## config.mk

```make
export PLATFORM = sky130hd
export DESIGN_NAME = seq_alu
export DESIGN_NICKNAME = d
export VERILOG_FILES = /design/src/rtl/alu_pkg.sv /design/src/rtl/seq_muldiv.sv /design/src/rtl/seq_alu.sv
export SDC_FILE = /design/constraint.sdc
export NUM_CORES = 1
export LEC_CHECK = 0
export BUFFER_PORTS_ARGS = -buffer_cell sky130_fd_sc_hd__buf_2
export CAP_MARGIN = 20
export CORE_MARGIN = 2
export CORE_UTILIZATION = 40
export DETAILED_ROUTE_END_ITERATION = 6
export REMOVE_ABC_BUFFERS = 1
export SYNTH_ARGS = -nofsm -noshare
export SYNTH_HDL_FRONTEND = slang
export SYNTH_SLANG_ARGS = --single-unit
```

## constraint.sdc

```tcl
create_clock -name clk -period 3.9 [get_ports clk]
set_input_delay 0.195 -clock clk [delete_from_list [all_inputs] [get_ports clk]]
set_output_delay 0.195 -clock clk [all_outputs]
set_load 0.005 [all_outputs]
```

## src/rtl/alu_pkg.sv

```systemverilog
// ============================================================================
//  Module      : alu_pkg
//  Description : Shared op-code and state encodings for seq_alu, its
//                multiply/divide engine, the EX-stage controller and benches.
//  Revision    : 1.0 - initial release
// ============================================================================
`default_nettype none

package alu_pkg;

    // 4-bit ALU op codes
    localparam logic [3:0] OP_AND  = 4'b0000;
    localparam logic [3:0] OP_OR   = 4'b0001;
    localparam logic [3:0] OP_ADD  = 4'b0100;
    localparam logic [3:0] OP_SUB  = 4'b0110;
    localparam logic [3:0] OP_SLT  = 4'b0011;
    localparam logic [3:0] OP_MULU = 4'b1000;
    localparam logic [3:0] OP_DIVU = 4'b1001;

    // Handshake FSM states
    typedef enum logic [1:0] {
        ST_IDLE = 2'd0,
        ST_EXEC = 2'd1,
        ST_DONE = 2'd2
    } state_e;

    // True for ops that run on the iterative multiply/divide engine
    function automatic logic is_multicycle(input logic [3:0] op);
`ifdef SEQ_ALU_DIV_EN
        return (op == OP_MULU) || (op == OP_DIVU);
`else
        return (op == OP_MULU);
`endif
    endfunction

endpackage

`default_nettype wire

```

## src/rtl/seq_muldiv.sv

```systemverilog
// ============================================================================
//  Module      : seq_muldiv
//  Description : Iterative unsigned shift-add multiplier and (optional)
//                restoring divider sharing one pair of shift registers and
//                one iteration counter. One bit is processed per step.
//                The divider exists only when SEQ_ALU_DIV_EN is defined.
//                lo_o/hi_o present the value the registers take on the
//                current step, so the owner can capture the final result on
//                the same edge as the last iteration.
//  Revision    : 1.0 - initial release
// ============================================================================
`default_nettype none

module seq_muldiv import alu_pkg::*; #(
    parameter int WIDTH = 32
) (
    input  logic             clk,
    input  logic             rst_n,
    input  logic             load_i,
    input  logic             div_i,
    input  logic             step_i,
    input  logic [WIDTH-1:0] a_i,
    input  logic [WIDTH-1:0] b_i,
    output logic             last_o,
    output logic [WIDTH-1:0] lo_o,
    output logic [WIDTH-1:0] hi_o
);

    // Iteration counter width, derived from WIDTH
    localparam int CNT_W = $clog2(WIDTH) + 1;

    // hi: product high half / partial remainder
    // lo: multiplier being consumed / dividend shifting into quotient
    // m : multiplicand / divisor
    logic [WIDTH-1:0] hi_q, hi_d;
    logic [WIDTH-1:0] lo_q, lo_d;
    logic [WIDTH-1:0] m_q;
    logic [CNT_W-1:0] cnt_q;

    logic [WIDTH:0]   mul_sum;

`ifdef SEQ_ALU_DIV_EN
    logic             div_q;
    logic [WIDTH:0]   div_shift;
    logic             div_ge;
`else
    logic             unused_div;
    assign unused_div = div_i;
`endif

    // One multiply or divide iteration from the current register contents
    always_comb begin
        mul_sum = {1'b0, hi_q} + (lo_q[0] ? {1'b0, m_q} : {(WIDTH+1){1'b0}});
        hi_d    = mul_sum[WIDTH:1];
        lo_d    = {mul_sum[0], lo_q[WIDTH-1:1]};
`ifdef SEQ_ALU_DIV_EN
        div_shift = {hi_q, lo_q[WIDTH-1]};
        div_ge    = (div_shift >= {1'b0, m_q});
        if (div_q) begin
            hi_d = div_ge ? (div_shift[WIDTH-1:0] - m_q) : div_shift[WIDTH-1:0];
            lo_d = {lo_q[WIDTH-2:0], div_ge};
        end
`endif
    end

    assign lo_o   = lo_d;
    assign hi_o   = hi_d;
    assign last_o = step_i && (cnt_q == CNT_W'(WIDTH - 1));

    // Load operands on accept, then advance one bit per step
    always_ff @(posedge clk or negedge rst_n) begin
        if (!rst_n) begin
            hi_q  <= '0;
            lo_q  <= '0;
            m_q   <= '0;
            cnt_q <= '0;
`ifdef SEQ_ALU_DIV_EN
            div_q <= 1'b0;
`endif
        end else if (load_i) begin
            hi_q  <= '0;
            cnt_q <= '0;
`ifdef SEQ_ALU_DIV_EN
            div_q <= div_i;
            lo_q  <= div_i ? a_i : b_i;
            m_q   <= div_i ? b_i : a_i;
`else
            lo_q  <= b_i;
            m_q   <= a_i;
`endif
        end else if (step_i) begin
            hi_q  <= hi_d;
            lo_q  <= lo_d;
            cnt_q <= cnt_q + CNT_W'(1);
        end
    end

endmodule

`default_nettype wire

```

## src/rtl/seq_alu.sv

```systemverilog
// ============================================================================
//  Module      : seq_alu
//  Description : Registered ALU for the multicycle CPU EX stage with a
//                start/busy/done handshake. Single-cycle logic/arith ops plus
//                iterative unsigned multiply and, when SEQ_ALU_DIV_EN is
//                defined, iterative unsigned divide. Without SEQ_ALU_DIV_EN
//                the DIVU code falls through to the unlisted-op behaviour.
//  Revision    : 1.0 - initial release
// ============================================================================
`default_nettype none

module seq_alu import alu_pkg::*; #(
    parameter int WIDTH = 32
) (
    input  logic             clk,
    input  logic             rst_n,
    input  logic             start,
    input  logic [3:0]       ctrl,
    input  logic [WIDTH-1:0] a,
    input  logic [WIDTH-1:0] b,
    output logic             busy,
    output logic             done,
    output logic [WIDTH-1:0] out,
    output logic [WIDTH-1:0] out_hi,
    output logic             zero
);

    state_e           state_q;
    logic [3:0]       ctrl_q;
    logic [WIDTH-1:0] a_q, b_q;
    logic [WIDTH-1:0] out_q, out_hi_q;
    logic             zero_q, busy_q, done_q;

    logic [WIDTH-1:0] sc_lo_d, sc_hi_d;
    logic             accept;
    logic             md_last;
    logic [WIDTH-1:0] md_lo, md_hi;

    assign accept = (state_q == ST_IDLE) && start;

    seq_muldiv #(
        .WIDTH (WIDTH)
    ) u_muldiv (
        .clk    (clk),
        .rst_n  (rst_n),
        .load_i (accept && is_multicycle(ctrl)),
        .div_i  (ctrl == OP_DIVU),
        .step_i ((state_q == ST_EXEC) && is_multicycle(ctrl_q)),
        .a_i    (a),
        .b_i    (b),
        .last_o (md_last),
        .lo_o   (md_lo),
        .hi_o   (md_hi)
    );

    // Single-cycle datapath on the latched operands
    always_comb begin
        sc_hi_d = '0;
        case (ctrl_q)
            OP_AND:  sc_lo_d = a_q & b_q;
            OP_OR:   sc_lo_d = a_q | b_q;
            OP_ADD:  sc_lo_d = a_q + b_q;
            OP_SUB:  sc_lo_d = a_q - b_q;
            OP_SLT:  sc_lo_d = {{(WIDTH-1){1'b0}}, (a_q < b_q)};
            default: sc_lo_d = ~a_q;
        endcase
    end

    // Handshake FSM with operand latches and registered outputs
    always_ff @(posedge clk or negedge rst_n) begin
        if (!rst_n) begin
            state_q  <= ST_IDLE;
            ctrl_q   <= '0;
            a_q      <= '0;
            b_q      <= '0;
            out_q    <= '0;
            out_hi_q <= '0;
            zero_q   <= 1'b1;
            busy_q   <= 1'b0;
            done_q   <= 1'b0;
        end else begin
            case (state_q)
                ST_IDLE: begin
                    done_q <= 1'b0;
                    if (start) begin
                        ctrl_q  <= ctrl;
                        a_q     <= a;
                        b_q     <= b;
                        busy_q  <= 1'b1;
                        state_q <= ST_EXEC;
                    end
                end
                ST_EXEC: begin
                    if (is_multicycle(ctrl_q)) begin
                        if (md_last) begin
                            out_q    <= md_lo;
                            out_hi_q <= md_hi;
                            zero_q   <= (md_lo == '0);
                            done_q   <= 1'b1;
                            state_q  <= ST_DONE;
                        end
                    end else begin
                        out_q    <= sc_lo_d;
                        out_hi_q <= sc_hi_d;
                        zero_q   <= (sc_lo_d == '0);
                        done_q   <= 1'b1;
                        state_q  <= ST_DONE;
                    end
                end
                ST_DONE: begin
                    done_q  <= 1'b0;
                    busy_q  <= 1'b0;
                    state_q <= ST_IDLE;
                end
                default: begin
                    done_q  <= 1'b0;
                    busy_q  <= 1'b0;
                    state_q <= ST_IDLE;
                end
            endcase
        end
    end

    assign busy   = busy_q;
    assign done   = done_q;
    assign out    = out_q;
    assign out_hi = out_hi_q;
    assign zero   = zero_q;

endmodule

`default_nettype wire

```

==> results of run 1 <==
==> layer usage <==
metal,vias to the layer above,track usage (%),share of wire (%)
met4,0,11.5,4.5
met1,7941,38.9,46
met2,489,44.7,45
met3,124,3.43,4.7
li1,7499,-,-
met5,-,0,0
==> path summary, 6_finish.rpt <==
| path | start | endpoint | slack (ps) | cells past startpoint |
|---|---|---|---|---|
| max | b_q[15] | out[26] | 140 | 11 |
| max in group asynchronous | rst_n | u_muldiv.m_q[14] | 2760 | 3 |
| min in group asynchronous | rst_n | out[0] | 190 | 2 |
| max reg2reg | b_q[15] | out[26] | 140 | 11 |
| min | start | state_q[0] | 90 | 3 |
| min reg2reg | out[3] | out[3] | 470 | 2 |
==> layout make-up <==
cell class	instances	area, µm²	share of cell area [%]
Clock buffer	38	851	4.07
Clock inverter	17	250	1.20
Inverter	111	417	1.99
Multi-Input combinational cell	1477	10400	49.6
Sequential cell	239	5980	28.6
Tap cell	539	674	3.23
Timing Repair Buffer	322	2370	11.3
==> state kept, by name, summed over array words and instances, names as in the netlist <==
register        count
out_hi             32
u_muldiv.m_q       32
b_q                32
state_q             2
a_q                32
u_muldiv.lo_q      32
zero                1
done                1
busy                1
u_muldiv.cnt_q      6
ctrl_q              4
out                32
u_muldiv.hi_q      32
==> synthesized netlist by cell type (6+ instances only) <==
master / number / share of area [%]
sky130_fd_sc_hd__nand2_1: 256 / 5.7
sky130_fd_sc_hd__dfrtp_1: 238 / 35
sky130_fd_sc_hd__o21ai_0: 154 / 4.6
sky130_fd_sc_hd__ha_1: 146 / 11
sky130_fd_sc_hd__nor2_1: 126 / 2.8
sky130_fd_sc_hd__a21oi_1: 123 / 3.6
sky130_fd_sc_hd__inv_1: 108 / 2.4
sky130_fd_sc_hd__clkbuf_1: 76 / 1.7
sky130_fd_sc_hd__a22o_1: 60 / 3.1
sky130_fd_sc_hd__and2_1: 46 / 1.7
sky130_fd_sc_hd__a22oi_1: 42 / 1.9
sky130_fd_sc_hd__mux2_2: 35 / 2.3
sky130_fd_sc_hd__nor3_1: 32 / 0.95
sky130_fd_sc_hd__xnor2_1: 27 / 1.4
sky130_fd_sc_hd__a21o_1: 26 / 1.2
sky130_fd_sc_hd__nor2b_1: 21 / 0.78
sky130_fd_sc_hd__a211oi_1: 20 / 0.89
sky130_fd_sc_hd__nand4_1: 20 / 0.74
sky130_fd_sc_hd__a31oi_1: 18 / 0.67
sky130_fd_sc_hd__buf_2: 18 / 0.53
sky130_fd_sc_hd__nand3_1: 18 / 0.53
sky130_fd_sc_hd__nor4_1: 17 / 0.63
sky130_fd_sc_hd__o211ai_1: 16 / 0.71
sky130_fd_sc_hd__nand2b_1: 15 / 0.56
sky130_fd_sc_hd__o31ai_1: 15 / 0.67
sky130_fd_sc_hd__buf_1: 14 / 0.31
sky130_fd_sc_hd__o21bai_1: 13 / 0.58
sky130_fd_sc_hd__o21a_1: 12 / 0.53
sky130_fd_sc_hd__o221ai_1: 12 / 0.62
sky130_fd_sc_hd__xor2_1: 12 / 0.62
sky130_fd_sc_hd__and3_1: 11 / 0.41
sky130_fd_sc_hd__or3_1: 11 / 0.41
sky130_fd_sc_hd__a221oi_1: 9 / 0.47
sky130_fd_sc_hd__o31a_1: 8 / 0.41
sky130_fd_sc_hd__a32oi_1: 7 / 0.36
sky130_fd_sc_hd__mux2i_1: 7 / 0.41
sky130_fd_sc_hd__o2111ai_1: 7 / 0.36
sky130_fd_sc_hd__a31o_2: 6 / 0.31
sky130_fd_sc_hd__o22ai_1: 6 / 0.22
sky130_fd_sc_hd__or2_2: 6 / 0.22
==> power breakdown <==
| group | total, µW | switching (µW) | internal (µW) |
|---|---|---|---|
| logic | 13200 | 8190 | 5000 |
| registers | 4230 | 803 | 3430 |
| clock network | 3050 | 1180 | 1870 |
==> cells by family (layout without fill, tap and decap cells) <==
| logic type | after synthesis | count (layout) | share of synthesized area, % |
|---|---|---|---|
| flip-flops | 239 | 239 | 35.4 |
| AND/OR/NAND/NOR | 610 | 610 | 17.1 |
| AO/OA/AOI/OAI | 637 | 637 | 26.3 |
| XOR/XNOR | 39 | 39 | 2.02 |
| adder cells (fa/ha/maj) | 149 | 149 | 11.2 |
| buffers and inverters | 224 | 488 | 5.27 |
| multiplexers | 42 | 42 | 2.75 |
==> per-stage QoR <==
step	TNS, ps	area [µm²]	hold WS, ps
floorplan	-590060	16400	-101
global placement	-293	18800	281
detailed placement	-311	18800	288
CTS	0	20600	68.1
global route	-13.7	20900	77.6
finish	0	20900	87.6
==> worst max-delay path, stage by stage, from the launching register on <==
cell	delay (ps)
sky130_fd_sc_hd__dfrtp_1	370
sky130_fd_sc_hd__inv_1	90
sky130_fd_sc_hd__ha_1	560
sky130_fd_sc_hd__nor2b_1	130
sky130_fd_sc_hd__o21a_1	210
sky130_fd_sc_hd__nor3_1	380
sky130_fd_sc_hd__o311ai_4	210
sky130_fd_sc_hd__a221o_1	430
sky130_fd_sc_hd__or4_1	420
sky130_fd_sc_hd__a32o_1	290
sky130_fd_sc_hd__or3_1	380
sky130_fd_sc_hd__a31oi_1	200
==> timing repair <==
action	CTS	global route
hold buffers	69	0
resized for setup	9	41
setup buffers	0	9
gates cloned	0	0
setup endpoints to repair	2	12
pin swaps	2	16
hold endpoints to repair	215	0
==> reports/summary.txt, run 1 <==
Vias/cell: 5.85
Sequential fraction of the synthesis area: 35.4%
Critical-path maximum fanout: 8
Vias in the first global route: 16000
Antenna diode count: 0
Vias after detailed routing: 16100
Synthesis-stage register bit count: 239
Number of unique standard cell types used by synthesis: 99
Warning count from the yosys run: 0
# nets final: 2401
Final std cells w/o fill: 2743
Maximum clock skew at final layout: 26.0 ps
Fill cells: 4028
Failing checks: design-rule violations
Core Util, Final: 49.9%
Synthesized cell area: 0.0169 mm²
CP endpoint kind: flop
Final slew viol count: 0
Worst Path Class, Setup: reg -> reg
Avg Cell Area, Syn: 8.71 µm²
Die Span X: 209 µm
Core ar.: 0.0419 mm²
Worst-case setup slack after placement: -297 ps
Critical Path RT: 4410 ps
Buffer type at the clock tree root: sky130_fd_sc_hd__clkbuf_16
Final critical path time including I/O delays and setup: 3760 ps
Clock sinks: 239
Slew Limit Headroom: 35.5%
Final worst-path cycle share: 96.3%
Number of placement rows: 75
TritonCTS clock tree: done
Number of levels in the clock H-tree: 1
Initial core utilization: 40.4%
Detail Placement HPWL: 46.9 mm
Final setup slack of the worst path: 144 ps
Clock buffer depth: 3
Die Area: 0.0439 mm²
Total wirelength of the detailed-routed design: 62.1 mm
Worst IR Drop VDD: 0.494 mV
Global-route usage over all layers: 28.1%
Clock transition at the registers of the reported paths: 60 ps
Clock insertion delay at the later pin of the skew report: 610 ps
Maximum Capacitance Violations: 0
PD cells: 979 mW/mm²
Weighted congestion at the end of routability-driven global placement: 0.979
Power consumption: 20500 µW
Die Y-Extent: 209 µm
Final Hold Vio Count: 0
Input/output buffers: 137
Area overhead of the layout relative to synthesis: 23.7%
Predominant post-synthesis flop cell: sky130_fd_sc_hd__dfrtp_1
DRC marker count from the first detailed-route iteration: 1301
Residual DRC count: 5
Hold crit path type: in -> reg
Number of synthesized flops with an enable pin: 0
Actual slew at the worst max-slew pin: 960 ps
Placed Cells: 2610
Count of boundary I/O pins: 138
Routed length per instance: 22.6 µm
Highest-count cells in the layout ignoring fill and taps: 255 x sky130_fd_sc_hd__nand2_1, 238 x sky130_fd_sc_hd__dfrtp_1, 149 x sky130_fd_sc_hd__o21ai_0
Setup violation total in the final timing report: 0
Count of mapped cells out of synthesis: 1940
First-pass detailed-route iteration total: 7
Outcome: finished with violations
Share of flip-flops with an asynchronous set or reset: 100%
Remaining antenna violation count after routing: 0
Critical Path Source Type: flop
Maximum number of pins on one net before global-route repair: 91
Share of cells above drive strength 1: 19.6%
Overall overflow remaining after global route: 0
Arrival time at the worst endpoint: 4270 ps
Maximum operating frequency: 0.266 GHz
Leakage Power: 0.00981 µW
CTS Buf Count: 30
Most common cell after layout, fill and taps aside: sky130_fd_sc_hd__nand2_1
Antenna violations before repair: 1
Global-route wire length before repair: 96.1 mm
(Power assumes the default switching activity.)
==> inputs of run 2 (changes only) <==
--- a/config.mk
+++ b/config.mk
@@ -6,10 +6,11 @@
 export NUM_CORES = 1
 export LEC_CHECK = 0
 export BUFFER_PORTS_ARGS = -buffer_cell sky130_fd_sc_hd__buf_2
-export CAP_MARGIN = 20
+export CAP_MARGIN = 0
 export CORE_MARGIN = 2
 export CORE_UTILIZATION = 40
 export DETAILED_ROUTE_END_ITERATION = 6
+export PLACE_DENSITY_LB_ADDON = 0.08
 export REMOVE_ABC_BUFFERS = 1
 export SYNTH_ARGS = -nofsm -noshare
 export SYNTH_HDL_FRONTEND = slang
==> run 2 against run 1 <==
Against the previous run:
- the flow now finishes without violations
- maximum frequency shrank 0.36%
- die area is the same
- via count shrank 0.39%
- critical path depth grew 4
- hold slack lost 72 ps
- utilization shrank 0.47 points
- first-iteration DRC count shrank 5.8%
- sequential share of layout area grew 0.27 points
- clock power shrank 9.8%
- combinational power is essentially flat
- clock skew shrank 11 ps
- critical endpoint is now zero
==> reports/summary.txt, run 2 (same netlist as run 1, synthesis figures left out) <==
Final std cells w/o fill: 2746 (+0.11%)
Placed Cells: 2621 (+0.42%)
Most common cell after layout, fill and taps aside: sky130_fd_sc_hd__nand2_1
Critical-path maximum fanout: 7 (-1)
Worst Path Class, Setup: reg -> reg
Critical Path RT: 4400 ps (about the same)
Arrival time at the worst endpoint: 4270 ps (about the same)
Die Y-Extent: 209 µm (unchanged)
Core ar.: 0.0419 mm² (unchanged)
Total wirelength of the detailed-routed design: 63.4 mm (+2.1%)
Vias in the first global route: 15900 (-0.75%)
Final critical path time including I/O delays and setup: 3770 ps (+13.7 ps)
Slowest Stage Delay on Critical Path: 480 ps (-80 ps)
Maximum clock skew at final layout: 15.2 ps (-10.9 ps)
Remaining antenna violation count after routing: 0 (unchanged)
Number of buffer and inverter instances along the worst setup path: 3 (+2)
Worst IR Drop VDD: 0.474 mV (-4.2%)
Final slew viol count: 0 (unchanged)
DRC marker count from the first detailed-route iteration: 1226 (-5.8%)
Setup violation total in the final timing report: 0 (unchanged)
TritonCTS clock tree: done
Startpoint of the lowest-slack hold path: a[1]
Highest-count cells in the layout ignoring fill and taps: 255 x sky130_fd_sc_hd__nand2_1, 238 x sky130_fd_sc_hd__dfrtp_1, 151 x sky130_fd_sc_hd__o21ai_0
Slew Limit Headroom: 43.0% (+7.4 points)
Critical Path Source Type: flop
Weighted congestion at the end of routability-driven global placement: 0.950 (-3.0%)
Actual slew at the worst max-slew pin: 856 ps (-104 ps)
Residual DRC count: 0 (-5)
Ordered cell list for the critical path: inv_1, ha_2, buf_4, nor2b_1, nor3_2, a2111oi_4, o31ai_4, buf_4, o211ai_1, xnor2_1, a221oi_2, o2111ai_2, nor4b_4, nand4_1, o31ai_2
Global-route wire length before repair: 97.0 mm (+0.99%)
Power consumption: 20100 µW (-1.8%)
Vias/cell: 5.82 (-0.50%)
Cell with the biggest individual delay on the critical path: sky130_fd_sc_hd__a2111oi_4
Clock insertion delay at the later pin of the skew report: 580 ps (-30 ps)
Share of cells above drive strength 1: 19.0% (-0.69 points)
Count of boundary I/O pins: 138 (unchanged)
Detail Placement HPWL: 48.1 mm (+2.6%)
Leakage Power: 0.00974 µW (-0.68%)
Worst path most repeated cell: sky130_fd_sc_hd__buf_4
Hold crit path type: in -> reg
Final setup TNS: 0 ps (unchanged)
Crit path launch: b_q[8]
Final worst-path cycle share: 96.6% (+0.35 points)
Cell type group with the largest total delay on the critical path: compound AO/OA/AOI/OAI gates
Min Hold Slack: 15.6 ps (-72.0 ps)
Number of placement rows: 75 (unchanged)
Global-route usage over all layers: 28.8% (+0.67 points)
Outcome: complete, no violations
Clock buffer depth: 3 (unchanged)
Clock sinks: 239 (unchanged)
Reg2reg start: b_q[8]
Final Hold Vio Count: 0 (unchanged)
Initial core utilization: 40.4% (unchanged)
Die Span X: 209 µm (unchanged)
Overall overflow remaining after global route: 0 (unchanged)
Input/output buffers: 137 (unchanged)
# nets final: 2405 (+0.17%)
Area overhead of the layout relative to synthesis: 22.6%
PD cells: 971 mW/mm² (-0.89%)
Buffer type at the clock tree root: sky130_fd_sc_hd__clkbuf_16
Die Area: 0.0439 mm² (unchanged)
Clock transition at the registers of the reported paths: 60 ps (about the same)
Fill cells: 4038 (+0.25%)
Maximum Capacitance Violations: 0 (unchanged)
Maximum number of pins on one net before global-route repair: 101 (+11%)
CTS Buf Count: 29 (-3.3%)
Number of levels in the clock H-tree: 1 (unchanged)
First-pass detailed-route iteration total: 5 (-2)
Routed length per instance: 23.1 µm (+2.0%)
Vias after detailed routing: 16000 (-0.39%)
Antenna violations before repair: 1 (unchanged)
CP endpoint kind: flop
Maximum operating frequency: 0.265 GHz (-0.36%)
[run 2: through the flow]
step	area [µm²]	utilization, %	setup WS (ps)
after detailed placement	18800	45.0	-147
after global placement	18800	45.0	-131
after CTS	20500	49.0	-15.2
after floorplan	16400	-	-7060
final	20700	49.5	131
after global routing	20700	49.5	-51.4
[run 2: power by group]
group          total, µW  switching, µW  internal [µW]  leakage (µW)
Sequential          4240            815           3430       0.00307
Clock               2750           1110           1640      0.000462
Combinational      13100           8150           4960       0.00621
Total              20100          10100          10000       0.00974
[run 2: cell type report]
class	instances	area (µm²)	share of cell area [%]
Antenna cell	2	5.00	0.0242
Sequential cell	239	5980	28.9
Multi-Input combinational cell	1477	10300	49.7
Timing Repair Buffer	327	2380	11.5
Clock buffer	46	870	4.20
Clock inverter	5	81.3	0.393
Tap cell	539	674	3.26
Inverter	111	417	2.01
[run 2: path summary, 6_finish.rpt]
kind	endpoint	slack, ps	depth (start not counted)
setup / recovery	zero	130	15
hold / removal	a_q[1]	20	3
setup reg to reg	zero	130	15
hold reg to reg	out[31]	470	2
max in group asynchronous	b_q[20]	2710	3
min in group asynchronous	ctrl_q[0]	290	2
[run 2: per-layer routing]
metal,share of wire (%),up-vias,track usage (%)
met2,45,431,46.6
met1,47,7947,40.8
met3,4.4,95,2.86
met5,0,-,0
li1,-,7517,-
met4,3.3,0,8.63
[run 2: worst register-to-register path: stages (launching register included)]
cell and delay [ps]:
sky130_fd_sc_hd__dfrtp_1 390, sky130_fd_sc_hd__inv_1 110, sky130_fd_sc_hd__ha_2 360, sky130_fd_sc_hd__buf_4 180, sky130_fd_sc_hd__nor2b_1 130, sky130_fd_sc_hd__nor3_2 80
sky130_fd_sc_hd__a2111oi_4 480, sky130_fd_sc_hd__o31ai_4 150, sky130_fd_sc_hd__buf_4 180, sky130_fd_sc_hd__o211ai_1 200, sky130_fd_sc_hd__xnor2_1 100, sky130_fd_sc_hd__a221oi_2 410
sky130_fd_sc_hd__o2111ai_2 180, sky130_fd_sc_hd__nor4b_4 390, sky130_fd_sc_hd__nand4_1 150, sky130_fd_sc_hd__o31ai_2 190
[run 2: timing repair]
item                                   CTS  global route
pin swaps                                1             9
hold buffers                            68             0
setup endpoints to repair                2            11
setup buffers                            0             4
resized for setup                        5            33
endpoints found under the hold margin  222             0
==> inputs of run 3 (changes only) <==
--- a/config.mk
+++ b/config.mk
@@ -5,12 +5,12 @@
 export SDC_FILE = /design/constraint.sdc
 export NUM_CORES = 1
 export LEC_CHECK = 0
-export BUFFER_PORTS_ARGS = -buffer_cell sky130_fd_sc_hd__buf_2
+export BUFFER_PORTS_ARGS = -buffer_cell sky130_fd_sc_hd__buf_4
 export CAP_MARGIN = 0
 export CORE_MARGIN = 2
 export CORE_UTILIZATION = 40
 export DETAILED_ROUTE_END_ITERATION = 6
-export PLACE_DENSITY_LB_ADDON = 0.08
+export PLACE_DENSITY = 0.65
 export REMOVE_ABC_BUFFERS = 1
 export SYNTH_ARGS = -nofsm -noshare
 export SYNTH_HDL_FRONTEND = slang
==> run 3 against run 2 <==
Against the previous run:
- clock power up 3%
- sequential power about the same
- flip-flop and latch count unchanged
- largest power group unchanged
- largest cell class unchanged
- clock skew up 5.3 ps
- routed wire length down 3.5%
- die area unchanged
==> reports/summary.txt, run 3 (same netlist as run 1, synthesis figures left out) <==
Highest-count cells in the layout ignoring fill and taps: 255 x sky130_fd_sc_hd__nand2_1, 238 x sky130_fd_sc_hd__dfrtp_1, 230 x sky130_fd_sc_hd__buf_4
Initial core utilization: 40.4% (unchanged)
Number of levels in the clock H-tree: 1 (unchanged)
Maximum Capacitance Violations: 0 (unchanged)
CTS Buf Count: 28 (-3.4%)
Clock sinks: 239 (unchanged)
Cell with the biggest individual delay on the critical path: sky130_fd_sc_hd__or4_4
Vias/cell: 5.84 (+0.36%)
Slowest Stage Delay on Critical Path: 450 ps (-30 ps)
Critical-path maximum fanout: 4 (-3)
Final critical path time including I/O delays and setup: 3740 ps (-27.8 ps)
Worst path most repeated cell: sky130_fd_sc_hd__o31ai_2
Part of the total power dissipated in combinational logic: 64.4% (-0.8 points)
Arrival time at the worst endpoint: 4250 ps (-20 ps)
Antenna violations before repair: 1 (unchanged)
Die Area: 0.0439 mm² (unchanged)
Critical Path Source Type: flop
Worst-case register-to-register setup slack: 160 ps (+30 ps)
Overall overflow remaining after global route: 0 (unchanged)
DRC marker count from the first detailed-route iteration: 1308 (+6.7%)
RSZ-0062 raised after global routing: false
Die Y-Extent: 209 µm (unchanged)
Min Hold Slack: 114 ps (+98.0 ps)
Hold crit path type: in -> reg
Final setup TNS: 0 ps (unchanged)
Portion of total power attributed to sequential cells: 21.3% (+0.2 points)
Endpoint of the worst register-to-register path: zero
Count of boundary I/O pins: 138 (unchanged)
Cell area after layout: 0.0209 mm² (+1.1%)
Antenna diode count: 0 (-2)
Weighted congestion at the end of routability-driven global placement: 0.953 (+0.26%)
Global-route wire length before repair: 93.4 mm (-3.8%)
Global-route usage over all layers: 27.4% (-1.4 points)
Clock power share: 14.2% (+0.5 points)
Startpoint of the lowest-slack hold path: start
P_sw: 9950 µW (-1.2%)
Final Hold Vio Count: 0 (unchanged)
Reg2reg start: b_q[1]
Maximum clock skew at final layout: 20.4 ps (+5.28 ps)
Clock buffer depth: 3 (unchanged)
Final slew viol count: 0 (unchanged)
Maximum operating frequency: 0.267 GHz (+0.74%)
Worst IR Drop VDD: 0.406 mV (-14%)
Outcome: complete, no violations
Vias in the first global route: 15600 (-2.0%)
Share of cells above drive strength 1: 19.1% (+0.13 points)
Critical Path RT: 4410 ps (about the same)
Core ar.: 0.0419 mm² (unchanged)
Cell count of the worst hold path: 3 (unchanged)
Input/output buffers: 137 (unchanged)
Worst Hold Endpoint: state_q[0]
Actual slew at the worst max-slew pin: 1060 ps (+208 ps)
Area overhead of the layout relative to synthesis: 23.9%
TritonCTS clock tree: done
Residual DRC count: 0 (unchanged)
Routed length per instance: 22.5 µm (-2.5%)
Internal Pwr Total: 10000 µW (about the same)
PD cells: 954 mW/mm² (-1.7%)
Clock insertion delay at the later pin of the skew report: 600 ps (+20 ps)
CP endpoint kind: flop
Slew Limit Headroom: 28.5% (-14 points)
Leakage Power: 0.00971 µW (-0.34%)
Cell type group with the largest total delay on the critical path: compound AO/OA/AOI/OAI gates
Clock transition at the registers of the reported paths: 60 ps (about the same)
Final worst-path cycle share: 95.9% (-0.71 points)
Worst r2r path cells: 14 (-1)
Most common cell after layout, fill and taps aside: sky130_fd_sc_hd__nand2_1
Ordered cell list for the critical path: inv_1, ha_1, o21ba_2, or4_4, a21oi_2, o31ai_2, buf_4, a31o_2, a22o_1, a32oi_4, o2111ai_2, nor4b_4, nand4_1, o31ai_2
Fill cells: 3974 (-1.6%)
# nets final: 2383 (-0.91%)
Worst Path Class, Setup: reg -> reg
Die Span X: 209 µm (unchanged)
First-pass detailed-route iteration total: 6 (+1)
Buffer type at the clock tree root: sky130_fd_sc_hd__clkbuf_16
Total wirelength of the detailed-routed design: 61.2 mm (-3.5%)
Vias after detailed routing: 15900 (-0.63%)
Setup violation total in the final timing report: 0 (unchanged)
Placed cell areas: 0.0190 mm² (+0.96%)
Switching fraction of total power: 49.8% (-0.30 points)
Detail Placement HPWL: 45.7 mm (-5.1%)
Number of buffer and inverter instances along the worst setup path: 2 (-1)
Number of placement rows: 75 (unchanged)
Core Util, Final: 50.0% (+0.54 points)
Remaining antenna violation count after routing: 0 (unchanged)
Maximum number of pins on one net before global-route repair: 105 (+4.0%)
[run 3: changes by cell type in the layout (fill, tap and decap cells not counted), moves of 3 or more]
cell                       before  now
sky130_fd_sc_hd__buf_2        136    0
sky130_fd_sc_hd__buf_4        114  230
sky130_fd_sc_hd__clkbuf_1       9    0
sky130_fd_sc_hd__ha_1         142  133
sky130_fd_sc_hd__ha_2           3   11
sky130_fd_sc_hd__clkinv_2       1    5
sky130_fd_sc_hd__a21oi_2        4    7
sky130_fd_sc_hd__nor3_1        30   27
sky130_fd_sc_hd__nor3_2         4    7
[run 3: power groups by stage]
stage	logic, µW	clock network, µW	registers (µW)
global route	13900	2980	4390
global placement	12200	0	4230
floorplan	7570	0	4100
CTS	12400	2890	4240
detailed placement	12200	0	4270
finish	12900	2840	4260
[run 3: stage by stage]
step / cells / total power, µW / setup slack, ps
3_3_place_gp: 2602 / 16400 / -272
5_1_grt: 2719 / 21300 / 7.29
3_5_place_dp: 2602 / 16500 / -300
4_1_cts: 2718 / 19600 / 16.1
2_1_floorplan: 1827 / 11700 / -7060
6_report: 2719 / 20000 / 158
[run 3: how the worst max path moves through the flow]
stage | start | to | slack, ps | depth (start not counted)
final | b_q[1] | zero | 160 | 14
after global routing | b_q[1] | out[31] | 7 | 14
after CTS | a_q[1] | zero | 20 | 14
after detailed placement | a_q[0] | zero | -300 | 14
after global placement | a_q[0] | zero | -270 | 14
after floorplan | state_q[0] | u_muldiv.cnt_q[1] | -7060 | 5
[run 3: metal layers]
| layer | global-route usage, % | vias to the layer above | routed length (µm) |
|---|---|---|---|
| met5 | 0 | - | 13 |
| met4 | 9.42 | 2 | 2160 |
| met3 | 3.55 | 100 | 3900 |
| met2 | 44.5 | 526 | 28100 |
| met1 | 37.8 | 7814 | 27100 |
| li1 | - | 7448 | - |
[run 3: repair_timing]
item                       4_1_cts  5_1_grt
resized for setup                8       40
buffers inserted                 0        1
hold endpoints to repair       232        0
hold buffers                    69        0
pin swaps                        3        8
setup endpoints to repair        1       12
[run 3: worst register-to-register path, stage by stage (launching register included)]
cell,delay [ps]
sky130_fd_sc_hd__dfrtp_1,410
sky130_fd_sc_hd__inv_1,120
sky130_fd_sc_hd__ha_1,330
sky130_fd_sc_hd__o21ba_2,240
sky130_fd_sc_hd__or4_4,450
sky130_fd_sc_hd__a21oi_2,210
sky130_fd_sc_hd__o31ai_2,120
sky130_fd_sc_hd__buf_4,200
sky130_fd_sc_hd__a31o_2,260
sky130_fd_sc_hd__a22o_1,270
sky130_fd_sc_hd__a32oi_4,250
sky130_fd_sc_hd__o2111ai_2,190
sky130_fd_sc_hd__nor4b_4,300
sky130_fd_sc_hd__nand4_1,150
sky130_fd_sc_hd__o31ai_2,190
[run 3: final cells by class]
class                   instances  area [µm²]  share of cell area, %
flip-flops and latches        239        5980                   28.6
inverters                     111         417                   1.99
well taps                     539         674                   3.22
multi-input cells            1477       10300                   49.3
repair buffers                306        2550                   12.2
clock buffers                  35         797                   3.81
clock inverters                12         191                  0.915
